--- config.mk ---
export PLATFORM = sky130hd
export DESIGN_NAME = vector_lane_sequencer_flat
export DESIGN_NICKNAME = d
export VERILOG_FILES = /design/src/rtl/vector_lane_sequencer_if.sv /design/src/rtl/vector_lane_sequencer.sv /design/src/flat_wrapper.sv
export SDC_FILE = /design/constraint.sdc
export NUM_CORES = 1
export LEC_CHECK = 0
export CAP_MARGIN = 20
export CORE_AREA = 3 3 127 129
export CTS_CLUSTER_DIAMETER = 200
export DETAILED_ROUTE_END_ITERATION = 8
export DIE_AREA = 0 0 130 132
export HOLD_SLACK_MARGIN = 0.12
export MAX_ROUTING_LAYER = met4
export PLACE_DENSITY = 0.78
export SLEW_MARGIN = 20
export SYNTH_ARGS = -nofsm -noshare
export SYNTH_HDL_FRONTEND = slang
export SYNTH_SLANG_ARGS = --single-unit
--- constraint.sdc ---
create_clock -name clk -period 8.6 [get_ports clk]
set_clock_uncertainty 0.05 [all_clocks]
set_input_delay 2.58 -clock clk [delete_from_list [all_inputs] [get_ports clk]]
set_output_delay 2.58 -clock clk [all_outputs]
set_load 0.1 [all_outputs]
--- src/rtl/vector_lane_sequencer_if.sv ---
// Bundle between the vector decode stage, the sequencer and the shared lane.
//   slave  : the sequencer (takes the request and lane_res, drives the lane).
//   master : decode stage plus lane (drives the request and lane_res).
// Handshake: start is a level request, accepted only in IDLE or DONE. Operands are
// captured on the accepting edge. done is a one-cycle pulse, and result holds until
// the next accepted start. The sequencer gives no ready indication, so a start that
// arrives while busy=1 is dropped.
interface vector_lane_sequencer_if #(
   parameter int LANES = 4,
   parameter int LW    = 16
);
   localparam int VW = LANES * LW;
   localparam int IW = $clog2(LANES);

   logic          start;
   logic [1:0]    op;
   logic          size;
   logic [VW-1:0] vec;
   logic [IW-1:0] idx;
   logic [LW-1:0] srcb;
   logic          busy;
   logic          done;
   logic [VW-1:0] result;
   logic [2:0]    lane_ctrl;
   logic [IW-1:0] lane_id;
   logic [LW-1:0] lane_v;
   logic [IW-1:0] lane_idx;
   logic [LW-1:0] lane_srcb;
   logic [LW-1:0] lane_res;
   logic [1:0]    dbg_state;

   modport slave (
      input  start, op, size, vec, idx, srcb, lane_res,
      output busy, done, result, lane_ctrl, lane_id, lane_v, lane_idx, lane_srcb,
             dbg_state
   );

   modport master (
      output start, op, size, vec, idx, srcb, lane_res,
      input  busy, done, result, lane_ctrl, lane_id, lane_v, lane_idx, lane_srcb,
             dbg_state
   );
endinterface

--- src/rtl/vector_lane_sequencer.sv ---
// vector_lane_sequencer: time-multiplexes one shared LW-bit lane over the LANES slots
// of a vector operand. It issues one slot per cycle and assembles the result vector.
// Optional feature macro: LANE_SEQ_PIPE_EN. When this macro is defined, lane_res is
// registered before it is written back. That adds a DRAIN state and one cycle of latency.
// All lane_* outputs are registered. They are loaded for slot 0 on the accepting edge
// and advanced on each ISSUE edge, so the lane sees a stable operand for the whole cycle.
module vector_lane_sequencer #(
   parameter int LANES = 4,
   parameter int LW    = 16
) (
   input logic                    clk,
   input logic                    rst,
   vector_lane_sequencer_if.slave bus
);
   localparam int VW = LANES * LW;
   localparam int IW = $clog2(LANES);
   localparam logic [IW-1:0] LAST = IW'(LANES - 1);

   typedef enum logic [1:0] {
      S_IDLE  = 2'd0,
      S_ISSUE = 2'd1,
      S_DRAIN = 2'd2,
      S_DONE  = 2'd3
   } state_t;

   state_t        state;
   logic [IW-1:0] cnt;
   logic [IW-1:0] nxt;
   logic [VW-1:0] vec_q;
`ifdef LANE_SEQ_PIPE_EN
   logic [LW-1:0] res_q;
   logic [IW-1:0] prv;
`endif

   assign nxt           = cnt + 1'b1;
`ifdef LANE_SEQ_PIPE_EN
   assign prv           = cnt - 1'b1;
`endif
   assign bus.dbg_state = state;

   // Sequencer FSM: accept, per-slot issue and write-back, completion pulse.
   always_ff @(posedge clk or posedge rst) begin
      if (rst) begin
         state         <= S_IDLE;
         cnt           <= '0;
         vec_q         <= '0;
         bus.busy      <= 1'b0;
         bus.done      <= 1'b0;
         bus.result    <= '0;
         bus.lane_ctrl <= '0;
         bus.lane_id   <= '0;
         bus.lane_v    <= '0;
         bus.lane_idx  <= '0;
         bus.lane_srcb <= '0;
`ifdef LANE_SEQ_PIPE_EN
         res_q         <= '0;
`endif
      end else begin
         case (state)
            S_IDLE, S_DONE: begin
               bus.done <= 1'b0;
               if (bus.start) begin
                  state         <= S_ISSUE;
                  bus.busy      <= 1'b1;
                  cnt           <= '0;
                  vec_q         <= bus.vec;
                  bus.result    <= '0;
                  bus.lane_ctrl <= {bus.op, bus.size};
                  bus.lane_id   <= '0;
                  bus.lane_v    <= bus.vec[LW-1:0];
                  bus.lane_idx  <= bus.idx;
                  bus.lane_srcb <= bus.srcb;
               end else begin
                  state <= S_IDLE;
               end
            end
            S_ISSUE: begin
`ifdef LANE_SEQ_PIPE_EN
               // The slot issued last cycle is written back from the holding register.
               res_q <= bus.lane_res;
               if (cnt != '0)
                  bus.result[prv*LW +: LW] <= res_q;
`else
               bus.result[cnt*LW +: LW] <= bus.lane_res;
`endif
               cnt <= nxt;
               if (cnt == LAST) begin
                  bus.lane_ctrl <= '0;
                  bus.lane_id   <= '0;
                  bus.lane_v    <= '0;
                  bus.lane_idx  <= '0;
                  bus.lane_srcb <= '0;
`ifdef LANE_SEQ_PIPE_EN
                  state         <= S_DRAIN;
`else
                  state         <= S_DONE;
                  bus.busy      <= 1'b0;
                  bus.done      <= 1'b1;
`endif
               end else begin
                  bus.lane_id <= nxt;
                  bus.lane_v  <= vec_q[nxt*LW +: LW];
               end
            end
            S_DRAIN: begin
`ifdef LANE_SEQ_PIPE_EN
               bus.result[LAST*LW +: LW] <= res_q;
`endif
               state    <= S_DONE;
               bus.busy <= 1'b0;
               bus.done <= 1'b1;
            end
            default: state <= S_IDLE;
         endcase
      end
   end
endmodule

--- src/flat_wrapper.sv ---
// flat-port wrapper written by rule: the top's interface ports become plain ports
module vector_lane_sequencer_flat 
#(
   parameter int LANES = 4,
   parameter int LW    = 16
)
  (clk, rst, bus_start, bus_op, bus_size, bus_vec, bus_idx, bus_srcb, bus_lane_res, bus_busy, bus_done, bus_result, bus_lane_ctrl, bus_lane_id, bus_lane_v, bus_lane_idx, bus_lane_srcb, bus_dbg_state);
  vector_lane_sequencer_if #(.LANES(LANES), .LW(LW)) bus_i ();
  input logic clk;
  input logic rst;
  input wire logic [$bits(bus_i.start)-1:0] bus_start;
  input wire logic [$bits(bus_i.op)-1:0] bus_op;
  input wire logic [$bits(bus_i.size)-1:0] bus_size;
  input wire logic [$bits(bus_i.vec)-1:0] bus_vec;
  input wire logic [$bits(bus_i.idx)-1:0] bus_idx;
  input wire logic [$bits(bus_i.srcb)-1:0] bus_srcb;
  input wire logic [$bits(bus_i.lane_res)-1:0] bus_lane_res;
  output wire logic [$bits(bus_i.busy)-1:0] bus_busy;
  output wire logic [$bits(bus_i.done)-1:0] bus_done;
  output wire logic [$bits(bus_i.result)-1:0] bus_result;
  output wire logic [$bits(bus_i.lane_ctrl)-1:0] bus_lane_ctrl;
  output wire logic [$bits(bus_i.lane_id)-1:0] bus_lane_id;
  output wire logic [$bits(bus_i.lane_v)-1:0] bus_lane_v;
  output wire logic [$bits(bus_i.lane_idx)-1:0] bus_lane_idx;
  output wire logic [$bits(bus_i.lane_srcb)-1:0] bus_lane_srcb;
  output wire logic [$bits(bus_i.dbg_state)-1:0] bus_dbg_state;
  assign bus_i.start = bus_start;
  assign bus_i.op = bus_op;
  assign bus_i.size = bus_size;
  assign bus_i.vec = bus_vec;
  assign bus_i.idx = bus_idx;
  assign bus_i.srcb = bus_srcb;
  assign bus_i.lane_res = bus_lane_res;
  assign bus_busy = bus_i.busy;
  assign bus_done = bus_i.done;
  assign bus_result = bus_i.result;
  assign bus_lane_ctrl = bus_i.lane_ctrl;
  assign bus_lane_id = bus_i.lane_id;
  assign bus_lane_v = bus_i.lane_v;
  assign bus_lane_idx = bus_i.lane_idx;
  assign bus_lane_srcb = bus_i.lane_srcb;
  assign bus_dbg_state = bus_i.dbg_state;
  vector_lane_sequencer #(.LANES(LANES), .LW(LW)) u_core (.clk(clk), .rst(rst), .bus(bus_i));
endmodule
Word level (Yosys, flattened, before mapping)
Index checks and enable logic that the tools add are counted.

word-level totals
  register bits = 173
  bits in latches = 0
  RAM bits = 0
  bits in read-only memories = 0
  input port bits = 104
  output and inout bits = 107
  logic and storage cells = 56
  memories kept = 0

operators by class
  $add $sub $neg = 2
  multiply operators = 0
  divide/modulo/power cells = 0
  $lt $le $gt $ge = 0
  equality and inequality tests = 6
  shift operators = 3
  mux-type cells = 27
  bitwise operators = 0
  reduce and logical (&&, ||, !) cells = 7

operator list
  operator                                                                   count
  64-bit one-hot mux with 2 select lines                                     1
  64-bit bitwise mux                                                         1
  16-bit 2-to-1 mux                                                          4
  64-bit 2-to-1 mux                                                          1
  16-bit one-hot mux with 2 select lines                                     2
  16-bit by 34-bit variable shift with 64-bit output (first input constant)  1
  16-bit by 34-bit indexed part select with 64-bit output                    1
  64-bit by 7-bit indexed part select with 16-bit output                     1
  6-bit negation with 34-bit output                                          1
  2-bit one-hot mux with 2 select lines                                      3
  2-bit 2-to-1 mux                                                           5
  2-bit == test (second input constant)                                      3
  3-bit 2-to-1 mux                                                           2
  1-bit one-hot mux with 3 select lines                                      2
  2-bit one-hot mux with 3 select lines                                      1
  3-bit one-hot mux with 2 select lines                                      1
  2-bit AND reduction                                                        3
  1-bit 2-to-1 mux                                                           4
  3-bit AND reduction                                                        1
  2-bit by 1-bit adder with 2-bit output (second input constant)             1
  2-bit by 1-bit == test with 1-bit output (second input constant)           1
  2-bit zero test                                                            1
  2-bit by 1-bit inequality test with 1-bit output (second input constant)   1
  2-bit inequality test (second input constant)                              1
  2 further kinds                                                            2

Depth between registers and ports, before layout
  word-level depth = 4
  mapped depth = 9
  mapped depth without buffers = 5

Worst setup path before layout
Ideal clock, no wire load.

  kind = register to output
  from = register u_core.state[1], in the netlist u_core.bus.dbg_state[1]
  to = output port bus_dbg_state[1]
  arrival time = 1.356 ns
  required time = 5.970 ns
  slack = 4.614 ns
  stages on the path, launching flop included = 2
  path buffers = 1
  cells stage by stage = dfrtp_1 -> buf_4

RTL lines
  item                    line                         text
  start, declared         vector_lane_sequencer.sv:26  state_t state;
  start signal, assigned  vector_lane_sequencer.sv:44  state <= S_IDLE;
  start signal, assigned  vector_lane_sequencer.sv:63  state <= S_ISSUE;
  start signal, assigned  vector_lane_sequencer.sv:74  state <= S_IDLE;
  end, declared           flat_wrapper.sv:26           output wire logic [$bits(bus_i.dbg_state)-1:0] bus_dbg_state;

No word-level cell between the ends.

Final worst setup path
  from = register u_core.bus.lane_id[1]
  to = output port bus_lane_id[1]

RTL lines
  item                    line                            text
  start, declared         vector_lane_sequencer_if.sv:34  output busy, done, result, lane_ctrl, lane_id, lane_v, lane_idx, lane_srcb,
  start signal, assigned  vector_lane_sequencer.sv:101    bus.lane_id <= nxt;
  end, declared           flat_wrapper.sv:22              output wire logic [$bits(bus_i.lane_id)-1:0] bus_lane_id;

No word-level cell between the ends.

==> results.py <==
metrics = {
    "pwr": {
        "p_leak_nw": 4.22,
        "ir_drop_mv": 0.190,
        "powerDensity_nw_per_um2": 455,
    },
    "critical_path": {
        "critPathBufInv": 1,
        "crit_fanout": 5,
        "critPathCaptureType": "output port",
        "cp.arrival_ns": 2.07,
        "crit_type": "reg -> out",
        "regToRegStartpoint": "u_core.cnt[0]",
        "slowest_delay_ns": 1.20,
        "path_cells": "clkdlybuf4s50_1",
        "cp-start-kind": "flop",
        "worst_path_max_delay_cell": "clkdlybuf4s50_1",
        "critPathRequiredTime_ns": 5.97,
        "cp_top_family": "buffers and inverters",
        "cp-startpoint": "u_core.bus.lane_id[1]",
    },
    "global_routing": {
        "grt_max_degree": 90,
        "grt_pass1_wl_mm": 28.4,
        "grt_pass1_vias": 5415,
        "grt_antenna_before_repair": 0,
        "grt_use_total_pct": 21.9,
        "overflow": 0,
    },
    "synth": {
        "syn-instance-count": 498,
        "yosys_warnings": 0,
        "synth_seq_area_share_pct": 60.6,
        "synth_cell_type_count": 31,
        "syn_area_sq_um": 7060,
        "syn-mean-instance-area_sq_um": 14.2,
        "syn-num-nets": 609,
        "synth.ff_latch_count": 171,
    },
    "clock_network": {
        "clk_pin_slew_ns": 0.06,
        "clock_sinks": 171,
        "hold_buffers": 0,
        "insertion_delay_ns": 0.42,
        "cts-root-buf": "clkbuf_16",
        "cts_tree": "done",
        "cts_resized": 0,
        "clk_path_buf_depth": 2,
        "post-cts-setup-buffers": 0,
        "numCtsBuffers": 17,
        "htree_levels": 4,
    },
    "timing": {
        "worstMarginPinSlew_ns": 1.03,
        "relSlewSlack_pct": 31.0,
        "fin_setup_tns_ns": 0,
        "finalSetupViolCount": 0,
        "finalCritPeriodShare_pct": 54.7,
        "slew_violations": 0,
        "final.min_clock_period_ns": 4.70,
        "fmax_ghz": 0.213,
        "hold_violations": 0,
        "rsz0062_at_grt": "false",
    },
    "die": {
        "initial_core_util_pct": 46.6,
        "io_pins": 211,
        "die_h_um": 132,
        "core_sq_um": 15100,
        "rows": 45,
        "die_width_um": 130,
        "die_area_sq_um": 17200,
    },
    "route": {
        "drt_iter0_drc": 383,
        "vias": 4897,
        "drc": 0,
        "firstDrtPassIters": 4,
        "route.detailed.vias_per_inst": 5.46,
        "routed_wl_mm": 17.8,
        "ant_nets": 0,
        "wl_per_cell_um": 19.9,
    },
    "placement": {
        "place.gp.congestion": 0.813,
        "dpl.hpwl_mm": 12.5,
        "port-buffer-count": 210,
        "place_inst": 868,
    },
    "hold_path": {
        "worstHoldStart": "u_core.bus.lane_v[1]",
        "hp-class": "reg -> reg",
    },
    "layout": {
        "layout-drive-gt1-share_pct": 18.8,
        "final_cell_mix": "clkdlybuf4s50_1, dfrtp_1, mux2_2",
        "final_common_cell": "clkdlybuf4s50_1",
        "fillerInstances": 1102,
        "layout.nets": 810,
        "fin_cells": 897,
        "num_antenna_cells": 0,
        "area_growth_pct": 39.3,
    },
    "run_status": {
        "status": "finished, final reports clean",
    },
    "flow_run": {
        "maxCapViolCount": 0,
    },
}
[report_power, final]
part | internal (mW) | switching, mW | total, mW
Sequential | 1.10 | 0.163 | 1.27
Clock | 0.436 | 0.296 | 0.732
Combinational | 0.804 | 1.67 | 2.47
[stage by stage]
| step | worst slack (ns) | util (%) | total power, mW | hold slack (ns) | instance area [sq um] |
|---|---|---|---|---|---|
| 2_1_floorplan | 1.34 | - | 3.17 | 0.424 | 7060 |
| 3_3_place_gp | 3.78 | 61.2 | 3.68 | 0.425 | 9260 |
| 3_5_place_dp | 3.68 | 61.2 | 3.76 | 0.439 | 9270 |
| 4_1_cts | 3.88 | 64.9 | 4.50 | 0.453 | 9830 |
| 5_1_grt | 3.86 | 64.9 | 4.69 | 0.470 | 9830 |
| 6_report | 3.90 | 64.9 | 4.47 | 0.448 | 9830 |
[path summary, 6_finish.rpt]
check | to | slack [ns] | depth (start not counted)
max in group asynchronous | u_core.vec_q[9] | 4.62 | 3
max reg2reg | u_core.bus.result[17] | 5.30 | 6
min reg2reg | u_core.bus.lane_v[1] | 0.45 | 2
min in group asynchronous | u_core.bus.lane_srcb[11] | 2.65 | 2
max | bus_lane_id[1] | 3.90 | 1
min | u_core.bus.lane_v[1] | 0.45 | 2
[metal layers]
layer	global-route usage, %	routed length [um]	up-vias
li1	-	-	2209
met1	27.0	7410	2477
met2	34.3	8710	184
met3	7.37	1390	27
met4	6.81	333	0
met5	-	0	-
[state kept, by name, summed over array words and instances (netlist names)]
name / flops
u_core.bus.result: 64
u_core.bus.lane_v: 16
u_core.cnt: 1
u_core.bus.lane_ctrl: 3
u_core.bus.lane_idx: 2
u_core.bus.dbg_state: 2
u_core.bus.lane_id: 2
u_core.bus.busy: 1
u_core.vec_q: 64
u_core.bus.lane_srcb: 16
[cells in the mapped netlist]
master / instances / area (sq um)
o21a_1: 1 / 7.51
nand3b_1: 1 / 7.51
mux4_2: 16 / 360
a22o_1: 61 / 534
or2b_1: 1 / 7.51
nor2b_1: 1 / 6.26
nand2b_1: 2 / 12.5
nor4bb_1: 1 / 10.0
a221oi_1: 16 / 140
nor4b_4: 1 / 23.8
a21o_1: 1 / 7.51
nor2_1: 39 / 146
mux2i_1: 17 / 170
buf_4: 6 / 45.0
o21ai_0: 3 / 15.0
clkbuf_2: 1 / 5.00
inv_1: 21 / 78.8
buf_1: 2 / 7.51
dfrtp_1: 171 / 4280
mux2_2: 65 / 732
buf_6: 4 / 45.0
a21oi_1: 1 / 5.00
buf_2: 18 / 90.1
o21ai_1: 3 / 15.0
clkbuf_1: 6 / 22.5
and4bb_2: 1 / 12.5
a22o_2: 8 / 80.1
ha_1: 7 / 87.6
nor4_4: 1 / 21.3
nand3_1: 2 / 10.0
nand2_1: 20 / 75.1
[kinds of logic (layout without fill, tap and decap cells)]
kind of cell	count (synthesis)	after routing	share of synthesized area, %
adder cells (fa/ha/maj)	7	7	1.24
flip-flops	171	171	60.6
buffers and inverters	58	269	4.16
AO/OA/AOI/OAI	94	94	11.4
AND/OR/NAND/NOR	70	70	4.71
multiplexers	98	98	17.9
[tightest hold or removal path, cell delays in order, from the launching register on]
cell     delay [ns]
dfrtp_1        0.34
nor2_1         0.05
nor2_1         0.07
[area by class of cell]
cell class	instances	area, sq um	share of cell area (%)
clock buffers	21	460	4.68
clock inverters	8	96.3	0.980
inverters	21	83.8	0.852
multi-input cells	269	2500	25.4
flip-flops and latches	171	4280	43.5
well taps	188	235	2.39
repair buffers	219	2180	22.1
Power figures use the tool's default switching activity.
==> RTL edit (config.mk and constraints unchanged) <==
The option `LANE_SEQ_PIPE_EN` is turned on by a define.
--- a/src/rtl/vector_lane_sequencer.sv
+++ b/src/rtl/vector_lane_sequencer.sv
@@ -5,4 +5,6 @@
 // All lane_* outputs are registered. They are loaded for slot 0 on the accepting edge
 // and advanced on each ISSUE edge, so the lane sees a stable operand for the whole cycle.
+`define LANE_SEQ_PIPE_EN
+
 module vector_lane_sequencer #(
    parameter int LANES = 4,
Behaviour: not the same (a bounded check fails within 4 cycles, from zero or initial values and one cycle with rst high).
==> RTL edit against the original RTL <==
Via count rose by 13%. Area after synthesis rose by 15%. Sequential cell count rose by 17. Clock power rose by 3%. Cell area rose by 10%. Setup slack improved by 0.026 ns. Total power rose by 1.2%. First-iteration DRC count fell by 12%. Routed wire length rose by 9.1%. Sequential share of layout area fell by 0.14 points. Critical path type unchanged. Highest routed layer unchanged.
==> RTL edit: results <==
[run_status]
run_status = "finished, final reports clean"

[grt]
track_usage_pct = 23.6
use_met2_pct = 36.5
grt_max_degree = 128
first_global_vias = 5684
grt_pass1_wl_mm = 30.7
grtUsageMet1_pct = 31.3
grt_use_met3_pct = 5.47

[route]
routed_via_density = 5.61
met1_length_mm = 8.49
via_count = 5521
drtIter0Drc = 337
wl_met2_mm = 9.56
met3WireLength_mm = 1.10
wire_per_inst_um = 19.8

[yosys]
yosysWarnings = 0
synth_commonest_cells = "dfrtp_1 (188), mux2_2 (78), inv_1 (39)"
synth_cell_types = 38
syn_avg_cell_area_um2 = 13.7
syn_nets = 705
yosysSeqAreaShare_pct = 57.9

[placement]
hpwl_mm = 14.0
place_ws_ns = 3.83
postPlaceCellArea_um2 = 10300
routabilityCongestion = 0.858
dp_cells = 954

[power_and_ir_drop]
leakagePower_nw = 4.78
fin_total_pwr_mw = 4.52
pg_comb_mw = 2.37
clk-power_uw = 752
p_int_mw = 2.44
vdd_drop_max_mv = 0.213

[sta]
worst_pin_slew_ns = 1.04
fin_crit_ns = 4.68

[critical_path]
crit_path_start = "u_core.bus.dbg_state[0]"
arrival_ns = 2.05
reg2reg_to = "u_core.bus.lane_v[14]"
cp_slowest_stage_delay_ns = 1.18
endpoint = "bus_dbg_state[0]"
r2r-start = "u_core.cnt[1]"

[worst_hold_path]
hp-class = "flip-flop to flip-flop"
hp-start = "u_core.bus.lane_v[13]"

[final_layout]
drive_gt1_share_pct = 20.2
nets = 899
==> RTL edit: cells by family after synthesis <==
group,Yosys count,synth area share [%]
adders and majority gates,10,1.54
AOI/OAI and AO/OA,99,9.87
buffers and inverters,81,5.01
muxes,116,19.5
and+or+nand+nor,97,6.18
DFF,188,57.9
==> RTL edit: how the worst min path moves through the flow <==
stage / slack, ns / to
2_1_floorplan: 0.42 / u_core.vec_q[60]
3_3_place_gp: 0.43 / u_core.bus.lane_v[14]
3_5_place_dp: 0.43 / u_core.bus.lane_id[0]
4_1_cts: 0.45 / u_core.bus.lane_v[1]
5_1_grt: 0.47 / u_core.vec_q[62]
6_report: 0.44 / u_core.bus.lane_v[13]
==> RTL edit: layout make-up <==
type                            instances  area [um2]
Clock buffer                           22         484
Clock inverter                          9        87.6
Fill cell                             987        4300
Inverter                               40         158
Multi-Input combinational cell        322        3030
Sequential cell                       188        4700
Tap cell                              188         235
Timing Repair Buffer                  216        2150
